--- config.mk ---
export PLATFORM = sky130hd
export DESIGN_NAME = fetch_stage
export DESIGN_NICKNAME = d
export VERILOG_FILES = /design/src/rtl/legv8_pkg.sv /design/src/rtl/if_id_reg.sv /design/src/rtl/fetch_stage.sv
export SDC_FILE = /design/constraint.sdc
export NUM_CORES = 1
export LEC_CHECK = 0
export BUFFER_PORTS_ARGS = -buffer_cell sky130_fd_sc_hd__buf_2
export CAP_MARGIN = 20
export CORE_MARGIN = 8
export CORE_UTILIZATION = 48
export DETAILED_ROUTE_END_ITERATION = 10
export PLACE_DENSITY = 0.73
export SYNTH_ARGS = -nofsm -noshare
export SYNTH_HDL_FRONTEND = slang
export SYNTH_HIERARCHICAL = 1
export SYNTH_SLANG_ARGS = --single-unit
--- constraint.sdc ---
create_clock -name clk -period 2.3 [get_ports clk]
set_input_delay 0.46 -clock clk [delete_from_list [all_inputs] [get_ports clk]]
set_output_delay 0.46 -clock clk [all_outputs]
set_load 0.01 [all_outputs]
--- src/rtl/legv8_pkg.sv ---
// rtl/legv8_pkg.sv - shared constants and types for the LEGv8 fetch stage
package legv8_pkg;
   localparam logic [31:0] NOP_INSTR = 32'h8B1F03FF;
   localparam logic [31:0] HLT_INSTR = 32'hD4400000;

   typedef enum logic [1:0] {FETCH, HALTED, FAULT} fetch_state_t;
   typedef logic [63:0] addr_t;
endpackage

--- src/rtl/if_id_reg.sv ---
// rtl/if_id_reg.sv - IF/ID pipeline register holding {instr, pc, valid}
module if_id_reg
   import legv8_pkg::*;
(
   input  logic        clk,
   input  logic        rst_n,
   input  logic        en,
   input  logic        clr,
   input  logic        load,
   input  logic [31:0] new_instr,
   input  addr_t       new_pc,
   output logic [31:0] instr,
   output addr_t       pc,
   output logic        valid
);

   // clr wins over a held (stalled) register so a flush always lands
   always_ff @(posedge clk or negedge rst_n) begin
      if (!rst_n) begin
         instr <= NOP_INSTR;
         pc    <= '0;
         valid <= 1'b0;
      end else if (clr) begin
         instr <= NOP_INSTR;
         valid <= 1'b0;
      end else if (en && load) begin
         instr <= new_instr;
         pc    <= new_pc;
         valid <= 1'b1;
      end
   end

endmodule

--- src/rtl/fetch_stage.sv ---
// rtl/fetch_stage.sv - LEGv8 instruction fetch: PC, imem handshake, redirect, halt/fault FSM
module fetch_stage
   import legv8_pkg::*;
#(
   parameter addr_t RESET_PC = 64'h0,
   parameter int    IMEM_AW  = 8
) (
   input  logic               clk,
   input  logic               reset,
   output logic               imem_req,
   output logic [IMEM_AW-1:0] imem_addr,
   input  logic               imem_ack,
   input  logic [31:0]        imem_rdata,
   input  logic               stall_d,
   input  logic               flush_d,
   input  logic               branch_taken,
   input  addr_t              branch_target,
   output logic [31:0]        instr_d,
   output addr_t              pc_d,
   output logic               valid_d,
   output logic               halted,
   output logic               fault
);

   fetch_state_t state, state_next;
   addr_t        pc, pc_next;
   logic         running, xfer, redirect, bubble;

   assign running   = (state == FETCH);
   assign imem_req  = reset & running & ~stall_d & ~branch_taken;
   assign imem_addr = pc[IMEM_AW+1:2];
   assign xfer      = imem_req & imem_ack;
   assign redirect  = running & branch_taken;
   // a redirect cycle also counts as a bubble since no request went out
   assign bubble    = running & ~stall_d & ~xfer;
   assign halted    = (state == HALTED);
   assign fault     = (state == FAULT);

   always_ff @(posedge clk or negedge reset) begin
      if (!reset) begin
         state <= FETCH;
         pc    <= RESET_PC;
      end else begin
         state <= state_next;
         pc    <= pc_next;
      end
   end

   always_comb begin
      state_next = state;
      pc_next    = pc;
      case (state)
         FETCH: begin
            if (branch_taken) begin
               if (branch_target[1:0] != 2'b00) state_next = FAULT;
               else                             pc_next    = branch_target;
            end else if (xfer) begin
               if (imem_rdata == HLT_INSTR) state_next = HALTED;
               else                         pc_next    = pc + 64'd4;
            end
         end
         default: ;
      endcase
   end

   if_id_reg u_if_id (
      .clk       (clk),
      .rst_n     (reset),
      .en        (~stall_d),
      .clr       (flush_d | redirect | bubble),
      .load      (xfer),
      .new_instr (imem_rdata),
      .new_pc    (pc),
      .instr     (instr_d),
      .pc        (pc_d),
      .valid     (valid_d)
   );

endmodule

==> results of run 1 <==
[per-layer routing]
| metal | GRT usage, % | part of all wire (%) | vias up |
|---|---|---|---|
| li1 | - | - | 3599 |
| met1 | 31.1 | 45 | 3753 |
| met3 | 4.69 | 7.3 | 32 |
| met2 | 34.0 | 46 | 295 |
| met5 | 0 | 0 | - |
| met4 | 8.51 | 1.9 | 0 |
[what timing repair did]
item,in CTS,in global routing
resized for setup,0,9
setup endpoints to repair,0,17
buffers inserted,0,1
[power by group through the flow]
stage	combinational (mW)	clock [mW]	sequential [mW]
final	0.325	2.73	2.87
after global routing	0.360	2.89	2.87
after CTS	0.326	2.77	2.87
after detailed placement	0.324	0	2.92
after global placement	0.324	0	2.92
after floorplan	0.128	0	2.92
[worst paths after layout]
| path | cells after the start | slack, ps | to | startpoint |
|---|---|---|---|---|
| max | 6 | 130 | pc[59] | pc[2] |
| min | 2 | 40 | u_if_id/pc[63] | reset |
| max reg2reg | 6 | 130 | pc[59] | pc[2] |
| min reg2reg | 1 | 480 | pc[0] | pc[0] |
| max in group asynchronous | 2 | 1490 | pc[2] | reset |
| min in group clk | 3 | 280 | u_if_id/instr[11] | imem_rdata[11] |
[synth_stat cells, drive strengths merged, types with 2 or more instances]
| library cell | instances |
|---|---|
| and3 | 28 |
| mux2i | 5 |
| or4b | 2 |
| nor4 | 23 |
| dfrtp | 144 |
| a21oi | 77 |
| a21bo | 13 |
| nand4 | 29 |
| nor2 | 46 |
| or3 | 10 |
| nand3 | 35 |
| or2 | 5 |
| a22oi | 13 |
| clkbuf | 31 |
| o22a | 6 |
| o31ai | 8 |
| o21ai | 53 |
| inv | 19 |
| a21o | 8 |
| dfstp | 19 |
| or4 | 3 |
| a211oi | 3 |
| buf | 36 |
| nor3b | 5 |
| nand2 | 44 |
| o2bb2ai | 9 |
| nor3 | 12 |
| a22o | 4 |
| mux2 | 65 |
| nor4b | 5 |
| o22ai | 8 |
| o21a | 2 |
| a2bb2oi | 5 |
| a211o | 21 |
| a31oi | 5 |
| o211ai | 3 |
| and4 | 7 |
| and2 | 7 |
| nand2b | 5 |
[logic make-up after synthesis]
logic type / count (synthesis)
AND/OR/NAND/NOR: 269
multiplexers: 70
buffers and inverters: 86
AO/OA/AOI/OAI: 246
flip-flops: 163
adder cells (fa/ha/maj): 1
[through the flow]
stage	setup TNS [ps]	hold slack [ps]	total power, mW	instance area, sq um
after floorplan	0	164	3.05	8790
after global placement	0	466	3.25	10300
after detailed placement	-26.7	465	3.25	10300
after CTS	0	21.9	5.97	10900
after global routing	0	32.0	6.12	10900
final	0	37.7	5.92	10900
[cell type report]
class,instances,area [sq um]
Antenna cell,2,5.00
Clock buffer,20,467
Clock inverter,12,90.1
Fill cell,1529,7050
Inverter,19,71.3
Multi-Input combinational cell,586,4230
Sequential cell,163,4100
Tap cell,229,287
Timing Repair Buffer,281,1660
[state kept, by name, summed over array words and instances (netlist names)]
register / count
pc: 64
u_if_id/pc: 64
u_if_id/instr: 32
state: 2
u_if_id/valid: 1
[worst register-to-register path, stage by stage (launching register included)]
cell and delay, ps:
dfrtp_2 420, and4_1 290, nand4_1 220, or2_2 400
nor4_2 320, mux2_1 350, nor2_1 100
==> summary.md, run 1 <==
| Metric | Value |
|---|---|
| Outcome | completed |
| Total CTS buffers | 17 |
| Critical path data arrival time | 2530 ps |
| Share of the synthesized area in the top cell type | 41.0% |
| First-pass GRT wire length | 40.4 mm |
| Max-slew violation count | 0 |
| Worst Hold Class | primary input to async pin |
| Maximum vdd ir drop | around 0.00056 V |
| Seq/Total Area, Yosys | 46.7% |
| Core Area | approximately 18000 sq um |
| Clock Skew | approximately 7.7 ps |
| Pleak | 5.43 nW |
| Max_slew headroom | a little under half |
| Post-synthesis xor/xnor area fraction | 0% |
| Placed Cells | about 1.3k |
| Clock Tree Root | clkbuf_16 |
| Sw Pwr | approximately 1.4 mW |
| Gate power share | around 5.5% |
| Final Cycle Share | between 90% and 100% |
| Drc violations | 0 |
| Post-synth top area cell | dfrtp_1 |
| DR pass1 iterations | 5 |
| Clock power share | around 46% |
| CP endpoint kind | flop |
| Compound-gate portion of the synthesized area | 18.3% |
| Clock buffer depth | 2 |
| Adder-Cell Fraction of Synth Area | 0.142% |
| P_int | 4.47 mW |
| CP top delay family | simple AND/OR/NAND/NOR gates |
| CP Class | flop to flop |
| Remaining global-route overflow | 0 |
| Post-synth EDFFs | 0 |
| Final setup fails | 0 |
| Synthesized area per cell | 10.5 sq um |
| Startpoint class of the critical path | flop |
| H-tree depth | 4 |
| PwrDens | 543 nW/um^2 |
| Vias per inst | around 5.9 |
| Largest stage delay on the critical path | approximately 420 ps |
| Area growth syn-to-layout | 24.2% |
| Via count | 7679 |
| Initial antenna violation count | 2 |
| Routed Wire Length | roughly 26 mm |
| Final ANT Viol Nets | 0 |
| Main combinational cell family by area after synthesis | compound AO/OA/AOI/OAI gates |
| Mux cell area share after synthesis | a little under an eighth |
| Initial Util | a little under 50% |
| Sw Ratio | roughly a quarter |
| Max Freq | between 400 and 500 MHz |
| Non-filler instance count after layout | 1312 |
| IO Port Bufs | around 210 |
| I/O pin count | 210 |
| Total Routing Usage GR | approximately 23% |
| Post-Syn Area | 8780 sq um |
| Place WS | -21.0 ps |
| GP Congestion | ~0.84 |
| Reg clk slew, reported paths | about 70 ps |
| Wire per inst | around 20 microns |
| Commonest non-fill, non-tap cell in the layout | buf_2 |
| Minimum clock period | roughly 2200 ps |
| RSZ-0062 raised after global routing | no |
| CTS tree | built |
| Critical path fanouts, max | 7 |
| Synth cell types | around 70 |
| Post-layout util | between 60% and 70% |
| Final Hold Viols | 0 |
| Critical-path top delay cell | dfrtp_2 |
| Post-synth ARST share | 100% |
| CP Data Required Time | about 2700 ps |
| CP Cell Sequence | and4_1, nand4_1, or2_2, nor4_2, mux2_1, nor2_1 |
| Final worst setup slack | between 100 and 150 ps |
| Critical path buffer and inverter count | 0 |
| Vias in the first global route | about 7.5k |
| Worst Tran Pin Value | roughly 780 ps |
| Worst-Skew Late Latency | about 430 ps |
| Register bit total from synthesis | between 150 and 200 |
| Sequential power share | 48.4% |
| Die area | about 23000 sq um |
| Main synth FF type | dfrtp_1 |
| Post-DP HPWL | between 15 and 20 mm |
| Max cap viols | 0 |
| Syn_nets | roughly 940 |
| Largest net degree at the start of global routing | about 150 |
| Share of cells above drive strength 1 | roughly 39% |
| Area contributors post-synth | dfrtp_1 41%, mux2_4 10%, dfstp_2 5.7% |
| Hold bufs inserted after CTS | 0 |
| Cells after synthesis | 835 |
| Rows | about 50 |
| Final nets | about 1.2k |
| Yosys warnings | 6 |
| Num Clock Sinks | around 160 |
| Die outline width | ~150 microns |
| Die Span Y | 151 microns |
| Highest-count cells in the layout ignoring fill and taps | 207 x buf_2, 143 x dfrtp_1, 77 x a21oi_1 |
| Initial DRC count | approximately 700 |
| Synth Area in Simple Gates | ~18% |
(Power assumes the default switching activity.)
==> run 2, diff against run 1 <==
==> constraint.sdc (replaced) <==
create_clock -name clk -period 2.3 [get_ports clk]
set_input_delay 0.23 -clock clk [delete_from_list [all_inputs] [get_ports clk]]
set_output_delay 0.23 -clock clk [all_outputs]
set_load 0.01 [all_outputs]
==> summary.md, run 2 (synthesis results as in run 1) <==
| Metric | Value |
|---|---|
| Highest-count cells in the layout ignoring fill and taps | 207 x buf_2, 141 x dfrtp_1, 77 x a21oi_1 (was 207 x buf_2, 143 x dfrtp_1, 77 x a21oi_1) |
| Die Span Y | 151 microns (unchanged) |
| DR pass1 iterations | 5 (unchanged) |
| I/O pin count | 210 (unchanged) |
| Final Hold Viols | 0 (unchanged) |
| Sw Pwr | 1.54 mW (was 1.45 mW) |
| Routed Wire Length | 26.1 mm (was 26.0 mm) |
| Final ANT Viol Nets | 0 (unchanged) |
| Wire per inst | 20.3 microns (was 19.8 microns) |
| GP Congestion | 0.884 (was 0.840) |
| Vias per inst | 5.96 (was 5.85) |
| Max Freq | 456 MHz (was 461 MHz) |
| Worst Hold Class | primary input to flop (was primary input to async pin) |
| Commonest non-fill, non-tap cell in the layout | buf_2 (unchanged) |
| Startpoint class of the critical path | flop (unchanged) |
| Clock Tree Root | clkbuf_16 (unchanged) |
| Via count | 7675 (was 7679) |
| Vias in the first global route | 7656 (was 7538) |
| Final worst setup slack | 108 ps (was 129 ps) |
| Maximum vdd ir drop | 0.000525 V (was 0.000561 V) |
| Largest registers | pc: 64 flops, u_if_id/pc: 64 flops, u_if_id/instr: 32 flops (unchanged) |
| PwrDens | 561 nW/um^2 (was 543 nW/um^2) |
| Max_slew headroom | 38.5% (was 47.7%) |
| Clock power share | 47.1% (was 46.1%) |
| FF-to-FF End | pc[37] (was pc[59]) |
| Initial Util | 48.9% (unchanged) |
| Initial DRC count | 773 (was 701) |
| Non-filler instance count after layout | 1288 (was 1312) |
| Final setup fails | 0 (unchanged) |
| CP endpoint kind | flop (unchanged) |
| Max cap viols | 0 (unchanged) |
| Post-DP HPWL | 18.2 mm (was 18.6 mm) |
| Final nets | 1147 (was 1171) |
| CTS tree | built (unchanged) |
| Fillcell total | 1539 (was 1529) |
| Total CTS buffers | 17 (unchanged) |
| P_int | 4.49 mW (was 4.47 mW) |
| CP Class | flop to flop (unchanged) |
| Critical path fanouts, max | 8 (was 7) |
| Reg2Reg Depth | 6 (unchanged) |
| Total Routing Usage GR | 22.9% (was 22.5%) |
| Placed Cells | 1252 (was 1277) |
| Initial antenna violation count | 3 (was 2) |
| FF/Latch Area | 4110 sq um (was 4100 sq um) |
| CP Data Required Time | 2610 ps (was 2660 ps) |
| Pleak | 5.29 nW (was 5.43 nW) |
| Clock buffer depth | 2 (unchanged) |
| Drc violations | 0 (unchanged) |
| Reg clk slew, reported paths | 70 ps (about the same) |
| Worst-Skew Late Latency | 430 ps (about the same) |
| First-pass GRT wire length | 41.3 mm (was 40.4 mm) |
| IO Port Bufs | 209 (unchanged) |
| Dpl cell area | 10100 sq um (was 10300 sq um) |
| Outcome | completed (unchanged) |
| Worst Tran Pin Value | 923 ps (was 785 ps) |
| Final Cycle Share | 95.3% (was 94.4%) |
| WHS | 50.9 ps (was 37.7 ps) |
| RSZ-0062 raised after global routing | yes (was no) |
| Min-Delay Path Depth | 3 |
| Largest net degree at the start of global routing | 156 (was 149) |
| Sequential power share | 47.5% (was 48.4%) |
| Num Clock Sinks | 163 (unchanged) |
| Gate power share | 5.4% (was 5.5%) |
| Share of cells above drive strength 1 | 37.5% (was 38.7%) |
| Place WS | 32.8 ps (was -21.0 ps) |
| Multi-input logic area | 4220 sq um (was 4230 sq um) |
| Max-slew violation count | 0 (unchanged) |
| Die area | 22900 sq um (unchanged) |
| Min-Delay Startpoint | imem_rdata[12] |
| Minimum clock period | 2190 ps (was 2170 ps) |
| Die outline width | 151 microns (unchanged) |
| Critical path data arrival time | 2500 ps (was 2530 ps) |
| Flop2flop setup slack | 110 ps (was 130 ps) |
| Area growth syn-to-layout | 22.5% (was 24.2%) |
| Remaining global-route overflow | 0 (unchanged) |
| Clock Skew | 8.85 ps (was 7.66 ps) |
| Post-route cell area | 10800 sq um (was 10900 sq um) |
| Worst Hold End | u_if_id/instr[12] |
| Rows | 49 (unchanged) |
| Sw Ratio | 25.6% (was 24.5%) |
| Reg2reg start | pc[15] (was pc[2]) |
| H-tree depth | 4 (unchanged) |
| Core Area | 18000 sq um (unchanged) |
## run 2: cell types whose count changed in the layout (fill, tap and decap cells not counted), moves of 2 or more
cell and delta:
buf_4 -27, clkbuf_8 -3, clkinv_2 -2, dfrtp_1 -2, dfrtp_2 +2, inv_8 +5, nor4_1 +2
## run 2: worst max-delay path by stage
stage | end | cells after the start | from | slack, ps
after floorplan | u_if_id/pc[10] | 8 | branch_taken | 160
after global placement | pc[59] | 6 | pc[18] | 130
after detailed placement | pc[58] | 7 | pc[2] | 30
after CTS | pc[58] | 7 | pc[2] | 10
after global routing | pc[59] | 6 | pc[27] | -8
final | pc[37] | 6 | pc[15] | 110
## run 2: final cells by class
type                    instances  area share (%)
multi-input cells             586            39.2
repair buffers                257            13.9
inverters                      19           0.662
flip-flops and latches        163            38.1
diodes                          2          0.0465
clock inverters                14            1.21
clock buffers                  18            4.18
well taps                     229            2.66
## run 2: timing repair
action	in CTS	in global routing
hold endpoints to repair	8	0
gates resized for setup	0	14
buffers inserted	0	1
hold buffers	1	0
endpoints found under the setup margin	0	15
## run 2: power groups by stage
stage	registers [mW]	logic, mW	clock network (mW)
after floorplan	2.92	0.128	0
after global placement	2.92	0.325	0
after detailed placement	2.92	0.325	0
after CTS	2.87	0.328	2.90
after global routing	2.87	0.362	3.01
final	2.87	0.326	2.84
## run 2: worst max-delay path, stage by stage (launching register included)
cell and delay [ps]:
dfrtp_1 490, and4_1 290, and2_1 240, nand4_1 270, or3_1 510, o22ai_1 180, a21oi_1 90
## run 2: stage by stage
step	utilization [%]	power [mW]	TNS, ps
4_1_cts	59.6	6.09	0
6_report	59.9	6.04	0
3_5_place_dp	56.3	3.25	0
3_3_place_gp	56.3	3.25	0
5_1_grt	59.9	6.24	-8.68
2_1_floorplan	-	3.05	0
## run 2: layer usage
metal	GRT usage, %	wire [microns]	up-vias
met5	0	0	-
met4	7.42	490	0
met3	5.89	2190	37
met2	35.2	12300	313
met1	30.9	11200	3772
li1	-	-	3553
